[config.mk]
export PLATFORM = sky130hd
export DESIGN_NAME = pipe_ctrl_sequencer
export DESIGN_NICKNAME = d
export VERILOG_FILES = /design/src/rtl/pa_ctrl_pkg.sv /design/src/rtl/operand_fwd_sel.sv /design/src/rtl/pipe_ctrl_sequencer.sv
export SDC_FILE = /design/constraint.sdc
export NUM_CORES = 1
export LEC_CHECK = 0
export BUFFER_PORTS_ARGS = -buffer_cell sky130_fd_sc_hd__clkbuf_2
export CORE_ASPECT_RATIO = 2
export CORE_MARGIN = 2
export CORE_UTILIZATION = 35
export DETAILED_ROUTE_END_ITERATION = 16
export PLACE_DENSITY_LB_ADDON = 0.08
export SYNTH_ARGS = -nofsm -noshare
export SYNTH_HDL_FRONTEND = slang
export SYNTH_SLANG_ARGS = --single-unit
export TNS_END_PERCENT = 10
[constraint.sdc]
create_clock -name clk -period 4.55 [get_ports clk]
set_clock_uncertainty 0.2 [all_clocks]
set_input_delay 0.2275 -clock clk [delete_from_list [all_inputs] [get_ports clk]]
set_output_delay 0.2275 -clock clk [all_outputs]
set_load 0.03 [all_outputs]
[src/rtl/pa_ctrl_pkg.sv]
// Shared control-word layout, forwarding codes and sequencer states.
package pa_ctrl_pkg;

  localparam int unsigned CW_DEFAULT_W = 21;
  localparam int unsigned REG_W        = 5;
  localparam int unsigned FWD_W        = 2;

  // Control word bit offsets, LSB first:
  // {SRD[2],PSW_LE_RE[2],B,SOH_OP[3],ALU_OP[4],RAM_CTRL[4],L,RF_LE,ID_SR[2],UB}
  localparam int unsigned CW_UB        = 0;
  localparam int unsigned CW_ID_SR_LO  = 1;
  localparam int unsigned CW_RF_LE     = 3;
  localparam int unsigned CW_L         = 4;
  localparam int unsigned CW_RAM_LO    = 5;
  localparam int unsigned CW_RAM_W     = 4;
  localparam int unsigned CW_ALU_LO    = 9;
  localparam int unsigned CW_ALU_W     = 4;
  localparam int unsigned CW_SOH_LO    = 13;
  localparam int unsigned CW_SOH_W     = 3;
  localparam int unsigned CW_B         = 16;
  localparam int unsigned CW_PSW_LO    = 17;
  localparam int unsigned CW_SRD_LO    = 19;

  // RAM_CTRL and ID_SR sub-field bit indices
  localparam int unsigned RAM_E        = 0;
  localparam int unsigned RAM_WB       = 1;
  localparam int unsigned CW_RAM_E     = CW_RAM_LO + RAM_E;
  localparam int unsigned CW_RAM_WB    = CW_RAM_LO + RAM_WB;
  localparam int unsigned CW_USE_RA    = CW_ID_SR_LO + 0;
  localparam int unsigned CW_USE_RB    = CW_ID_SR_LO + 1;

  // Operand source encodings
  localparam logic [FWD_W-1:0] FWD_RF  = 2'b00;
  localparam logic [FWD_W-1:0] FWD_EX  = 2'b01;
  localparam logic [FWD_W-1:0] FWD_MEM = 2'b10;
  localparam logic [FWD_W-1:0] FWD_WB  = 2'b11;

  // Sequencer state codes
  localparam logic [1:0] ST_RUN      = 2'd0;
  localparam logic [1:0] ST_MEM_WAIT = 2'd1;
  localparam logic [1:0] ST_FAULT    = 2'd2;

  typedef enum logic [1:0] {
    RUN      = ST_RUN,
    MEM_WAIT = ST_MEM_WAIT,
    FAULT    = ST_FAULT
  } seq_state_t;

  localparam logic [CW_DEFAULT_W-1:0] CW_NOP = '0;

endpackage

[src/rtl/operand_fwd_sel.sv]
// Picks the forwarding source for one ID operand and flags a load-use hit.
module operand_fwd_sel
  import pa_ctrl_pkg::*;
(
  input  logic [REG_W-1:0] src,
  input  logic             use_src,
  input  logic [REG_W-1:0] ex_rd,
  input  logic             ex_rf_le,
  input  logic             ex_l,
  input  logic [REG_W-1:0] mem_rd,
  input  logic             mem_rf_le,
  input  logic [REG_W-1:0] wb_rd,
  input  logic             wb_rf_le,
  output logic [FWD_W-1:0] fwd,
  output logic             load_use
);

  // Youngest matching writer wins; r0 never matches; a load in EX stalls instead of forwarding
  always_comb begin
    fwd      = FWD_RF;
    load_use = 1'b0;
    if (use_src && (src != '0)) begin
      if (ex_rf_le && (ex_rd == src)) begin
        if (ex_l) begin
          load_use = 1'b1;
        end else begin
          fwd = FWD_EX;
        end
      end else if (mem_rf_le && (mem_rd == src)) begin
        fwd = FWD_MEM;
      end else if (wb_rf_le && (wb_rd == src)) begin
        fwd = FWD_WB;
      end
    end
  end

endmodule

[src/rtl/pipe_ctrl_sequencer.sv]
// Moves the decoded control word through EX/MEM/WB, handling hazards,
// branch redirect and RAM wait/timeout.
module pipe_ctrl_sequencer
  import pa_ctrl_pkg::*;
#(
  parameter int unsigned CW_W     = 21,
  parameter int unsigned MAX_WAIT = 8
) (
  input  logic             clk,
  input  logic             rst_n,
  input  logic [CW_W-1:0]  id_cw,
  input  logic [REG_W-1:0] id_ra,
  input  logic [REG_W-1:0] id_rb,
  input  logic [REG_W-1:0] id_rd,
  input  logic             ex_cond_true,
  input  logic             mem_ack,
  output logic [CW_W-1:0]  ex_cw,
  output logic [CW_W-1:0]  mem_cw,
  output logic [CW_W-1:0]  wb_cw,
  output logic [REG_W-1:0] ex_rd,
  output logic [REG_W-1:0] mem_rd,
  output logic [REG_W-1:0] wb_rd,
  output logic             pc_le,
  output logic             ifid_le,
  output logic             if_squash,
  output logic             pc_sel_target,
  output logic [FWD_W-1:0] fwd_a,
  output logic [FWD_W-1:0] fwd_b,
  output logic             mem_req,
  output logic             mem_timeout
);

  localparam int unsigned CNT_W = $clog2(MAX_WAIT + 1);

  seq_state_t       state_q, state_d;
  logic [CNT_W-1:0] wait_cnt_q, wait_cnt_d;
  logic [CW_W-1:0]  ex_cw_d, mem_cw_d, wb_cw_d;
  logic [REG_W-1:0] ex_rd_d, mem_rd_d, wb_rd_d;

  logic freeze;
  logic taken;
  logic hit_a, hit_b;
  logic load_use;

  assign mem_req     = mem_cw[CW_RAM_E] & (state_q != FAULT);
  assign freeze      = mem_req & ~mem_ack;
  assign taken       = ex_cw[CW_B] & (ex_cw[CW_UB] | ex_cond_true);
  assign load_use    = hit_a | hit_b;
  assign mem_timeout = (state_q == FAULT);

  operand_fwd_sel u_fwd_a (
    .src       (id_ra),
    .use_src   (id_cw[CW_USE_RA]),
    .ex_rd     (ex_rd),
    .ex_rf_le  (ex_cw[CW_RF_LE]),
    .ex_l      (ex_cw[CW_L]),
    .mem_rd    (mem_rd),
    .mem_rf_le (mem_cw[CW_RF_LE]),
    .wb_rd     (wb_rd),
    .wb_rf_le  (wb_cw[CW_RF_LE]),
    .fwd       (fwd_a),
    .load_use  (hit_a)
  );

  operand_fwd_sel u_fwd_b (
    .src       (id_rb),
    .use_src   (id_cw[CW_USE_RB]),
    .ex_rd     (ex_rd),
    .ex_rf_le  (ex_cw[CW_RF_LE]),
    .ex_l      (ex_cw[CW_L]),
    .mem_rd    (mem_rd),
    .mem_rf_le (mem_cw[CW_RF_LE]),
    .wb_rd     (wb_rd),
    .wb_rf_le  (wb_cw[CW_RF_LE]),
    .fwd       (fwd_b),
    .load_use  (hit_b)
  );

  // State, wait counter and stage registers
  always_ff @(posedge clk or negedge rst_n) begin
    if (!rst_n) begin
      state_q    <= RUN;
      wait_cnt_q <= '0;
      ex_cw      <= '0;
      mem_cw     <= '0;
      wb_cw      <= '0;
      ex_rd      <= '0;
      mem_rd     <= '0;
      wb_rd      <= '0;
    end else begin
      state_q    <= state_d;
      wait_cnt_q <= wait_cnt_d;
      ex_cw      <= ex_cw_d;
      mem_cw     <= mem_cw_d;
      wb_cw      <= wb_cw_d;
      ex_rd      <= ex_rd_d;
      mem_rd     <= mem_rd_d;
      wb_rd      <= wb_rd_d;
    end
  end

  // Next state, stage movement and fetch control; freeze > taken branch > load-use
  always_comb begin
    state_d       = state_q;
    wait_cnt_d    = wait_cnt_q;
    ex_cw_d       = ex_cw;
    mem_cw_d      = mem_cw;
    wb_cw_d       = wb_cw;
    ex_rd_d       = ex_rd;
    mem_rd_d      = mem_rd;
    wb_rd_d       = wb_rd;
    pc_le         = 1'b1;
    ifid_le       = 1'b1;
    if_squash     = 1'b0;
    pc_sel_target = 1'b0;

    if (state_q == FAULT) begin
      // Fetch stopped; remaining work drains out through WB
      pc_le    = 1'b0;
      ifid_le  = 1'b0;
      ex_cw_d  = '0;
      ex_rd_d  = '0;
      mem_cw_d = '0;
      mem_rd_d = '0;
      wb_cw_d  = mem_cw;
      wb_rd_d  = mem_rd;
    end else if (freeze) begin
      // Hold EX/MEM; WB gets a bubble so nothing retires twice
      pc_le   = 1'b0;
      ifid_le = 1'b0;
      wb_cw_d = '0;
      wb_rd_d = '0;
      if (state_q == RUN) begin
        state_d    = MEM_WAIT;
        wait_cnt_d = CNT_W'(1);
      end else if (wait_cnt_q == CNT_W'(MAX_WAIT)) begin
        state_d = FAULT;
      end else begin
        wait_cnt_d = wait_cnt_q + CNT_W'(1);
      end
    end else begin
      state_d    = RUN;
      wait_cnt_d = '0;
      ex_cw_d    = id_cw;
      ex_rd_d    = id_rd;
      mem_cw_d   = ex_cw;
      mem_rd_d   = ex_rd;
      wb_cw_d    = mem_cw;
      wb_rd_d    = mem_rd;
      if (taken) begin
        pc_sel_target = 1'b1;
        if_squash     = 1'b1;
      end else if (load_use) begin
        pc_le   = 1'b0;
        ifid_le = 1'b0;
        ex_cw_d = '0;
        ex_rd_d = '0;
      end
    end
  end

endmodule

==> results of run 1 <==
==> power groups by stage <==
stage | registers [mW] | logic [mW] | clock network, mW
after floorplan | 0.761 | 0.0124 | 0
after global placement | 0.761 | 0.0540 | 0
after detailed placement | 0.761 | 0.0546 | 0
after CTS | 0.747 | 0.0734 | 0.778
after global routing | 0.746 | 0.0794 | 0.822
final | 0.747 | 0.0711 | 0.758
==> sequential cells by signal, indices dropped and copies added (netlist names) <==
register    flops
ex_cw          21
mem_cw         21
wb_cw          21
ex_rd           5
mem_rd          5
wb_rd           5
wait_cnt_q      4
state_q         2
==> placed cells by master (no fill, tap or decap), drive strengths merged, types with 3 or more instances in the layout <==
| master | Yosys | layout |
|---|---|---|
| a21oi | 6 | 6 |
| a22o | 26 | 26 |
| a32o | 3 | 3 |
| buf | 14 | 4 |
| clkbuf | 9 | 136 |
| dfrtp | 84 | 84 |
| dlygate4sd3 | 0 | 27 |
| inv | 4 | 4 |
| nand2 | 59 | 59 |
| nand3 | 3 | 3 |
| nor2 | 8 | 8 |
| nor2b | 27 | 27 |
| nor3 | 4 | 4 |
| nor4 | 6 | 6 |
| o21ai | 30 | 30 |
| xnor2 | 15 | 15 |
| xor2 | 16 | 16 |
==> stage by stage <==
| stage | power [mW] | instances | setup WS (ps) |
|---|---|---|---|
| finish | 1.58 | 617 | 1400 |
| global route | 1.65 | 616 | 1170 |
| CTS | 1.60 | 616 | 1370 |
| detailed placement | 0.815 | 574 | 1740 |
| global placement | 0.815 | 574 | 1830 |
| floorplan | 0.773 | 332 | 2240 |
==> tightest hold or removal path: cells and delay by family <==
family,cells,cell delay (ps)
simple gates,2,150
buf+inv,1,140
==> how the worst max path moves through the flow <==
stage | startpoint | to | slack (ps)
CTS | state_q[0] | ifid_le | 1370
global placement | state_q[0] | pc_le | 1830
detailed placement | state_q[0] | ifid_le | 1740
floorplan | mem_rd[1] | fwd_a[1] | 2240
global route | state_q[0] | ifid_le | 1170
finish | state_q[0] | ifid_le | 1400
==> area by class of cell <==
| type | count | share of cell area [%] |
|---|---|---|
| antenna | 1 | 0.0508 |
| inverter | 4 | 0.305 |
| multi-input combinational | 221 | 28.2 |
| sequential | 84 | 42.7 |
| clock buffer | 10 | 4.65 |
| timing repair buffer | 157 | 19.2 |
| clock inverter | 5 | 1.58 |
| tap | 135 | 3.43 |
==> layer usage <==
layer  part of all wire, %  global-route usage, %  vias up  routed length (um)
met2                    55                   32.8       84                5430
met4                   2.9                   9.09        0                 283
li1                      -                      -     1414                   -
met3                   4.3                   4.07       16                 418
met1                    38                   19.0     1424                3690
met5                     0                      0        -                   0
==> cells by family (layout without fill, tap and decap cells) <==
logic type      after synthesis  after routing  synth area share [%]
mux                           1              1                 0.274
simple gates                119            119                  16.5
other cells                   0              1                     0
compound gates               68             68                  12.9
fa+ha+maj                     2              2                 0.686
buf+inv                      27            176                  4.53
xor+xnor                     31             31                  7.44
flops                        84             84                  57.6
==> run_results.csv, run 1 <==
group,metric,value,unit
run_status,status,"finished clean",
pwr,p_int,1.26,mW
pwr,powerDensity,320,mW/mm^2
cells_and_area,utilization,48.5,%
synth,ys_ff_latch,84,
worst_setup_path,crit_buf_inv,1,
cts,clk_latency,330,ps
floorplan,dieArea,0.0113,sq mm
worst_setup_path,critical_path.startpoint_type,"flop",
cts,h-tree-depth,3,
synth,synth_nets,374,
routing,vias,2938,
worst_setup_path,worst_ep_arrival_time,2720,ps
placed_design,dpl_cell_area,0.00435,sq mm
worst_setup_path,crit_chain,"nand2b_1, o21ai_0, nor3_4, clkbuf_2",
worst_setup_path,r2r-end,"ex_cw[16]",
sta,finalSetupViolations,0,
routing,drtIter0Drc,140,
pwr,pwr-share-seq,47.4,%
run,drv_cap,0,
grt,grt_pass1_vias,2981,
pwr,p_leak,2.50,nW
cts,cts_max_path_buffers,2,
cells_and_area,finalInstanceArea,0.00492,sq mm
sta,tns,0,ps
floorplan,dieHeight,148,um
worst_setup_path,path_depth,4,
worst_setup_path,path_class,"flop to output pin",
grt,grt_pass1_wl,15600,um
synth,synth-main-ff-cell,"dfrtp_1",
worst_setup_path,crit_family,"simple AND/OR/NAND/NOR gates",
worst_setup_path,reg2reg_depth,5,
sta,drv_slew,0,
synth,synth_area_leader_cell,"dfrtp_1",
pwr,clkPwrFrac,48.1,%
pwr,ir_drop,0.222,mV
cells_and_area,fillers,1006,
synth,avgSynthCellArea,11.0,sq um
grt,grtUsageTotal,17.9,%
synth,synth_area_leaders,"dfrtp_1, nand2_1, nor2b_1, a22o_1, o21ai_0",
cts,hold_buffers,27,
min_path,min_from,"mem_ack",
floorplan,coreArea,0.0101,sq mm
floorplan,initial_core_util,35.9,%
routing,antenna_left,0,
grt,grt_max_degree,89,
grt,grt_overflow,0,
min_path,min_path_type,"primary input to flop",
placed_design,hpwl,7020,um
synth,yosys.area.top_type_share,57.6,%
routing,wl,9830,um
cts,root_buffer,"clkbuf_16",
floorplan,rows,52,
placed_design,place_congestion,0.789,
floorplan,die_w,76.2,um
synth,synthMostInstantiatedCell,"dfrtp_1",
synth,synth_edf_count,0,
synth,yosysUniqueCellTypes,37,
synth,ys.warnings.count,0,
cells_and_area,drive_gt1_share,33.3,%
sta,slew_headroom,28.5,%
worst_setup_path,required,4120,ps
floorplan,io_pins,128,
cts,cts.sinks,84,
routing,drc_errors,0,
cts,post_cts_buffers,0,
sta,post-route-period-util,69.2,%
pwr,switching_share,20.2,%
cells_and_area,register_area,0.00210,sq mm
sta,worstMarginPinSlew,1070,ps
routing,via_per_inst,4.76,
cts,clk_pin_slew,60,ps
routing,firstDrtPassIters,6,
min_path,hold_path_depth,3,
sta,fmax,318,MHz
worst_setup_path,crit_slowest_cell,"nor3_4",
worst_setup_path,cp_max_fo,21,
placed_design,io_buffers,127,
cts,cts_tree,"done",
synth,async_flop_share,100,%
worst_setup_path,reg2reg_from,"state_q[0]",
cts,cts-buffers-inserted,9,
pwr,switchingPower,0.319,mW
min_path,hold_end,"wb_cw[5]",
synth,synth_area,0.00365,sq mm
grt,antenna_found_initial,0,
synth,synthTopCellsByCount,"dfrtp_1, nand2_1, o21ai_0",
sta,finalHoldViolations,0,
worst_setup_path,critPathMaxStageDelay,790,ps
worst_setup_path,end_kind,"output pin",
cells_and_area,multi_input_area,0.00139,sq mm
worst_setup_path,r2r_slack,1820,ps
sta,grt_setup_unrepaired,"no",
sta,timing.final.crit_period,3150,ps
synth,synthCells,332,
routing,post_drt_wl_per_cell,15.9,um
sta,hold_slack,24.0,ps
cts,ctsResizeCount,0,
pwr,comb_power_share,4.5,%
cells_and_area,area_delta_synth_final,35.0,%
synth,ys_seq_area_share,57.6,%
cells_and_area,nets,519,
(Power assumes the default switching activity.)
==> run 2: changes to the inputs <==
--- a/config.mk
+++ b/config.mk
@@ -5,6 +5,7 @@
 export SDC_FILE = /design/constraint.sdc
 export NUM_CORES = 1
 export LEC_CHECK = 0
+export ABC_AREA = 1
 export BUFFER_PORTS_ARGS = -buffer_cell sky130_fd_sc_hd__clkbuf_2
 export CORE_ASPECT_RATIO = 2
 export CORE_MARGIN = 2
==> constraint.sdc (replaced) <==
create_clock -name clk -period 2.8 [get_ports clk]
set_clock_uncertainty 0.2 [all_clocks]
set_input_delay 0.14 -clock clk [delete_from_list [all_inputs] [get_ports clk]]
set_output_delay 0.14 -clock clk [all_outputs]
set_load 0.03 [all_outputs]
==> run 2 against run 1 <==
  * Sequential share of layout area down 1.4 points
  * Clock power up 54%
  * Register-to-register slack worse by 940 ps
  * Utilization down 1.4 points
  * First-iteration DRC count up 35%
  * Global-route usage up 1.2 points
  * Cell count up 16%
  * Die area up 4.6%
  * Critical path depth up 2
  * Flip-flop and latch count unchanged
  * Worst setup slack worse by 890 ps
  * Highest routed layer unchanged
==> run_results.csv, run 2 <==
group,metric,value,unit
worst_setup_path,end_kind,"output pin",
placed_design,place_congestion,0.885,
floorplan,rows,54,
cells_and_area,final_cell_mix,"clkbuf_2, nand2_1, dfrtp_1, inv_1, dlygate4sd3_1",
floorplan,io_pins,128,
pwr,switchingPower,1.45,mW
floorplan,coreArea,0.0108,sq mm
synth,synth-main-ff-cell,"dfrtp_1",
worst_setup_path,required,2460,ps
synth,synthSimpleGateAreaFrac,21.9,%
pwr,pwr-share-seq,40.7,%
cts,cts.sinks,84,
synth,yosys.area.top_type_share,55.0,%
synth,synthAdderAreaFrac,0.654,%
synth,synthMuxAreaShare,0,%
cts,clk_pin_slew,60,ps
grt,grt_overflow,0,
pwr,comb_power_share,29.1,%
routing,via_per_inst,4.67,
cells_and_area,nets,611,
synth,ys_ff_latch,84,
placed_design,io_buffers,127,
grt,antenna_found_initial,0,
sta,finalSetupViolations,0,
sta,grt_setup_unrepaired,"no",
placed_design,dpl_cell_area,0.00452,sq mm
sta,timing.final.crit_period,2280,ps
pwr,clkPwrFrac,30.1,%
min_path,min_path_type,"primary input to asynchronous set/reset pin",
routing,drtIter0Drc,189,
grt,grt_max_degree,85,
pwr,p_leak,2.85,nW
synth,synth_xor_xnor_area_share,1.83,%
synth,synth_compound_area_share,10.8,%
floorplan,dieHeight,152,um
synth,synth_area,0.00382,sq mm
synth,synthTopCellsByCount,"nand2_1, dfrtp_1, inv_1",
routing,wl,10700,um
worst_setup_path,crit_buf_inv,2,
cells_and_area,antenna_cells,0,
grt,grt_pass1_wl,17600,um
placed_design,place_ws,813,ps
synth,synthCells,420,
pwr,powerDensity,763,mW/mm^2
routing,drc_errors,0,
cells_and_area,reg_top3,"ex_cw: 21 flops, mem_cw: 21 flops, wb_cw: 21 flops",
worst_setup_path,path_class,"flop to output pin",
grt,grt_pass1_vias,3430,
cts,ctsResizeCount,0,
pwr,total_power,3.89,mW
worst_setup_path,crit_chain,"nor2_4, nor2_4, nand2_4, inv_2, nor3_1, clkbuf_2",
sta,setup_ws,516,ps
cts,cts_tree,"done",
floorplan,dieArea,0.0118,sq mm
worst_setup_path,cpMostUsedCell,"nor2_4",
worst_setup_path,crit_family,"simple AND/OR/NAND/NOR gates",
sta,drv_slew,0,
floorplan,die_w,77.9,um
worst_setup_path,critical_path.startpoint_type,"flop",
synth,avgSynthCellArea,9.10,sq um
synth,synth_nets,462,
routing,firstDrtPassIters,4,
cells_and_area,area_delta_synth_final,33.3,%
run_status,status,"finished clean",
synth,synth_area_leader_cell,"dfrtp_1",
routing,post_drt_wl_per_cell,15.0,um
synth,synthMostInstantiatedCell,"nand2_1",
cells_and_area,finalInstanceArea,0.00510,sq mm
worst_setup_path,cp_max_fo,15,
grt,grtUsageTotal,19.0,%
sta,tns,0,ps
cts,root_buffer,"clkbuf_16",
synth,synth_area_leaders,"dfrtp_1, nand2_1, inv_1, a22o_1, nand3_1",
cts,clk_latency,330,ps
routing,antenna_left,0,
placed_design,hpwl,7670,um
pwr,ir_drop,0.415,mV
synth,synth_top_family_by_area,"simple AND/OR/NAND/NOR gates",
synth,async_flop_share,100,%
cells_and_area,drive_gt1_share,29.1,%
sta,finalHoldViolations,0,
cts,cts_max_path_buffers,2,
floorplan,initial_core_util,35.4,%
pwr,p_int,2.44,mW
routing,vias,3332,
synth,ys.warnings.count,0,
sta,worstMarginPinSlew,558,ps
synth,yosysUniqueCellTypes,31,
synth,ys_seq_area_share,55.0,%
worst_setup_path,worst_ep_arrival_time,1940,ps
sta,slew_headroom,62.4,%
sta,fmax,438,MHz
worst_setup_path,reg2reg_from,"state_q[1]",
run,drv_cap,0,
sta,post-route-period-util,81.6,%
worst_setup_path,critPathMaxStageDelay,420,ps
synth,synth_edf_count,0,
worst_setup_path,crit_slowest_cell,"dfrtp_1",
cts,cts-buffers-inserted,9,
cts,h-tree-depth,3,
cells_and_area,final_common_cell,"clkbuf_2",
worst_setup_path,crit_start,"state_q[0]",
pwr,switching_share,37.2,%
[run 2: cell count changes after synthesis, moves of 12 or more]
cell,delta
nand2_1,+59
inv_1,+52
nor2b_1,-27
nand3_1,+22
o21ai_0,-15
xor2_1,-12
[run 2: repair_timing]
action	in CTS	in global routing
hold buffers	28	0
endpoints found under the hold margin	111	0
setup buffers	0	0
[run 2: final cells by class]
class,instances,area (sq um)
Clock buffer,11,233
Clock inverter,5,61.3
Fill cell,1091,5710
Inverter,60,228
Multi-Input combinational cell,256,1350
Sequential cell,84,2100
Tap cell,140,175
Timing Repair Buffer,158,953
[run 2: final timing paths]
path                            cells after the start         to  slack [ps]
worst max-delay path                                6  if_squash         520
worst min-delay path                                3   wb_cw[5]         150
worst max register to register                      7  mem_cw[1]         880
worst min register to register                      2  wb_cw[13]         290
max in group asynchronous                           3  mem_cw[1]        1850
min in group clk                                    2  wb_cw[13]         290
[run 2: stage by stage]
| step | hold WS, ps | instances | util (%) |
|---|---|---|---|
| after floorplan | -356 | 420 | - |
| after global placement | 8.89 | 670 | 41.8 |
| after detailed placement | 16.9 | 670 | 41.8 |
| after CTS | 204 | 714 | 47.2 |
| after global routing | 220 | 714 | 47.2 |
| final | 149 | 714 | 47.2 |
[run 2: tightest hold or removal path: stages]
cell           delay, ps
dlygate4sd3_1        520
buf_4                110
buf_12               320
[run 2: logic make-up (layout without fill, tap and decap cells)]
family | count (synthesis) | count (layout)
AO/OA/AOI/OAI | 62 | 62
flip-flops | 84 | 84
buffers and inverters | 80 | 234
AND/OR/NAND/NOR | 184 | 184
XOR/XNOR | 8 | 8
adder cells (fa/ha/maj) | 2 | 2
[run 2: power by group through the flow]
stage               Clock [mW]  Sequential, mW  Combinational (mW)
floorplan                    0            1.93               0.415
global placement             0            1.60                1.11
detailed placement           0            1.61                1.12
CTS                       1.20            1.59                1.15
global route              1.25            1.62                1.23
finish                    1.17            1.59                1.13
[run 2: per-layer routing]
| layer | part of all wire (%) | up-vias | wire (um) | GRT usage, % |
|---|---|---|---|---|
| met5 | 0 | - | 0 | 0 |
| li1 | - | 1635 | - | - |
| met2 | 54 | 92 | 5770 | 33.8 |
| met3 | 4.1 | 17 | 440 | 3.56 |
| met1 | 39 | 1588 | 4240 | 22.1 |
| met4 | 2.7 | 0 | 294 | 7.85 |
==> run 3: changes to the inputs <==
--- a/config.mk
+++ b/config.mk
@@ -5,7 +5,7 @@
 export SDC_FILE = /design/constraint.sdc
 export NUM_CORES = 1
 export LEC_CHECK = 0
-export ABC_AREA = 1
+export ABC_AREA = 0
 export BUFFER_PORTS_ARGS = -buffer_cell sky130_fd_sc_hd__clkbuf_2
 export CORE_ASPECT_RATIO = 2
 export CORE_MARGIN = 2
==> constraint.sdc (replaced) <==
create_clock -name clk -period 2.1 [get_ports clk]
set_clock_uncertainty 0.2 [all_clocks]
set_input_delay 0.105 -clock clk [delete_from_list [all_inputs] [get_ports clk]]
set_output_delay 0.105 -clock clk [all_outputs]
set_load 0.03 [all_outputs]
==> run 3 against run 2 <==
  * The run now ends with negative setup slack left
  * Sequential power is essentially flat
  * Global-route usage fell by 0.66 points
  * Largest cell class unchanged
  * Register-to-register slack got worse by 790 ps
  * Count of clock-buffer cells in the layout fell by 1
  * Clock power increased by 30%
  * First-iteration DRC count decreased by 28%
  * Critical path depth down 1
  * Largest power group unchanged
==> run_results.csv, run 3 (synthesis gave the netlist of run 1 again) <==
group,metric,value,unit
sta,slew_headroom,77.9,%
pwr,pwr-share-seq,48.7,%
pwr,p_leak,2.71,nW
cells_and_area,drive_gt1_share,40.8,%
cells_and_area,antenna_cells,0,
placed_design,place_ws,103,ps
cells_and_area,final_cell_mix,"clkbuf_2, dfrtp_1, nand2_1, buf_4, dlygate4sd3_1",
cells_and_area,register_area,0.00211,sq mm
cells_and_area,final_common_cell,"clkbuf_2",
pwr,switchingPower,0.770,mW
routing,drc_errors,0,
cts,cts_tree,"done",
routing,via_per_inst,4.71,
pwr,comb_power_share,5.5,%
pwr,p_int,2.55,mW
grt,antenna_found_initial,0,
cts,h-tree-depth,3,
cts,cts-buffers-inserted,9,
floorplan,dieHeight,148,um
routing,firstDrtPassIters,4,
placed_design,place_congestion,0.808,
run,drv_cap,0,
grt,grt_pass1_vias,3042,
worst_setup_path,path_class,"flop to output pin",
sta,grt_setup_unrepaired,"yes",
grt,grt_overflow,0,
floorplan,die_w,76.2,um
worst_setup_path,worst_ep_arrival_time,1850,ps
pwr,ir_drop,0.427,mV
worst_setup_path,cp_max_fo,5,
worst_setup_path,required,1790,ps
grt,grtUsageTotal,18.4,%
sta,worstMarginPinSlew,332,ps
min_path,min_path_type,"primary input to asynchronous set/reset pin",
sta,setup_ws,-51.7,ps
grt,grt_pass1_wl,16100,um
sta,drv_slew,0,
cts,cts_max_path_buffers,2,
routing,drtIter0Drc,136,
cts,root_buffer,"clkbuf_16",
floorplan,initial_core_util,35.9,%
pwr,powerDensity,621,mW/mm^2
routing,vias,3068,
sta,tns,-182,ps
sta,post-route-period-util,102,%
routing,wl,10200,um
run_status,violations,"negative setup slack",
cells_and_area,nets,554,
sta,fmax,465,MHz
cts,clk_latency,340,ps
placed_design,io_buffers,127,
grt,grt_max_degree,42,
pwr,clkPwrFrac,45.8,%
floorplan,io_pins,128,
cells_and_area,fillers,980,
cts,cts.sinks,84,
routing,antenna_left,0,
cts,clk_pin_slew,60,ps
run_status,status,"complete, but fails checks",
pwr,switching_share,23.2,%
cells_and_area,multi_input_area,0.00145,sq mm
sta,timing.final.crit_period,2150,ps
sta,finalSetupViolations,6,
worst_setup_path,end_kind,"output pin",
cells_and_area,reg_top3,"ex_cw: 21 flops, mem_cw: 21 flops, wb_cw: 21 flops",
floorplan,rows,52,
floorplan,dieArea,0.0113,sq mm
sta,finalHoldViolations,0,
routing,post_drt_wl_per_cell,15.6,um
worst_setup_path,critical_path.startpoint_type,"flop",
cells_and_area,area_delta_synth_final,46.8,%
placed_design,hpwl,7210,um
floorplan,coreArea,0.0101,sq mm
## run 3: power by group through the flow
stage | combinational, mW | sequential [mW] | clock, mW
floorplan | 0.0270 | 1.65 | 0
global placement | 0.140 | 1.65 | 0
detailed placement | 0.140 | 1.65 | 0
CTS | 0.186 | 1.62 | 1.55
global route | 0.202 | 1.62 | 1.65
finish | 0.183 | 1.62 | 1.52
## run 3: metrics by stage
| stage | utilization [%] | cells | hold slack (ps) | total power [mW] | instance area, sq um |
|---|---|---|---|---|---|
| 3_3_place_gp | 44.8 | 594 | -168 | 1.79 | 4550 |
| 4_1_cts | 51.5 | 641 | 14.8 | 3.36 | 5220 |
| 2_1_floorplan | - | 332 | -391 | 1.68 | 3650 |
| 6_report | 52.7 | 652 | 7.63 | 3.32 | 5350 |
| 3_5_place_dp | 44.8 | 594 | -166 | 1.79 | 4550 |
| 5_1_grt | 52.7 | 652 | 36.9 | 3.46 | 5350 |
## run 3: cell type report
type | count | area share, %
timing repair buffer | 192 | 24.8
inverter | 4 | 0.281
sequential | 84 | 39.4
tap | 135 | 3.16
clock inverter | 6 | 0.865
multi-input combinational | 221 | 27.1
clock buffer | 10 | 4.46
## run 3: final timing paths
path	cells past startpoint	from	slack (ps)	end
min in group clk	2	mem_cw[1]	290	mem_cw[1]
worst max register to register	7	ex_rd[1]	90	ex_cw[19]
worst min register to register	2	mem_cw[1]	290	mem_cw[1]
worst min-delay path	2	rst_n	8	wb_cw[3]
max in group asynchronous	3	rst_n	1110	mem_cw[11]
worst max-delay path	5	ex_rd[0]	-50	fwd_b[0]
## run 3: metal layers
| metal | share of wire (%) | vias up | GRT usage, % |
|---|---|---|---|
| li1 | - | 1487 | - |
| met1 | 38 | 1484 | 19.9 |
| met2 | 55 | 83 | 33.4 |
| met3 | 4.4 | 14 | 4.98 |
| met4 | 2.0 | 0 | 7.82 |
| met5 | 0 | - | 0 |
## run 3: timing repair
action	4_1_cts	5_1_grt
pin swaps	11	11
gates cloned	0	1
hold endpoints to repair	111	0
endpoints found under the setup margin	6	6
hold buffers	28	0
setup buffers	3	10
resized for setup	22	13
## run 3: worst max-delay path, stage by stage (launching register included)
cell	delay, ps
dfrtp_2	460
xnor2_1	150
nand4_1	210
or3_1	390
a21oi_2	160
buf_6	140
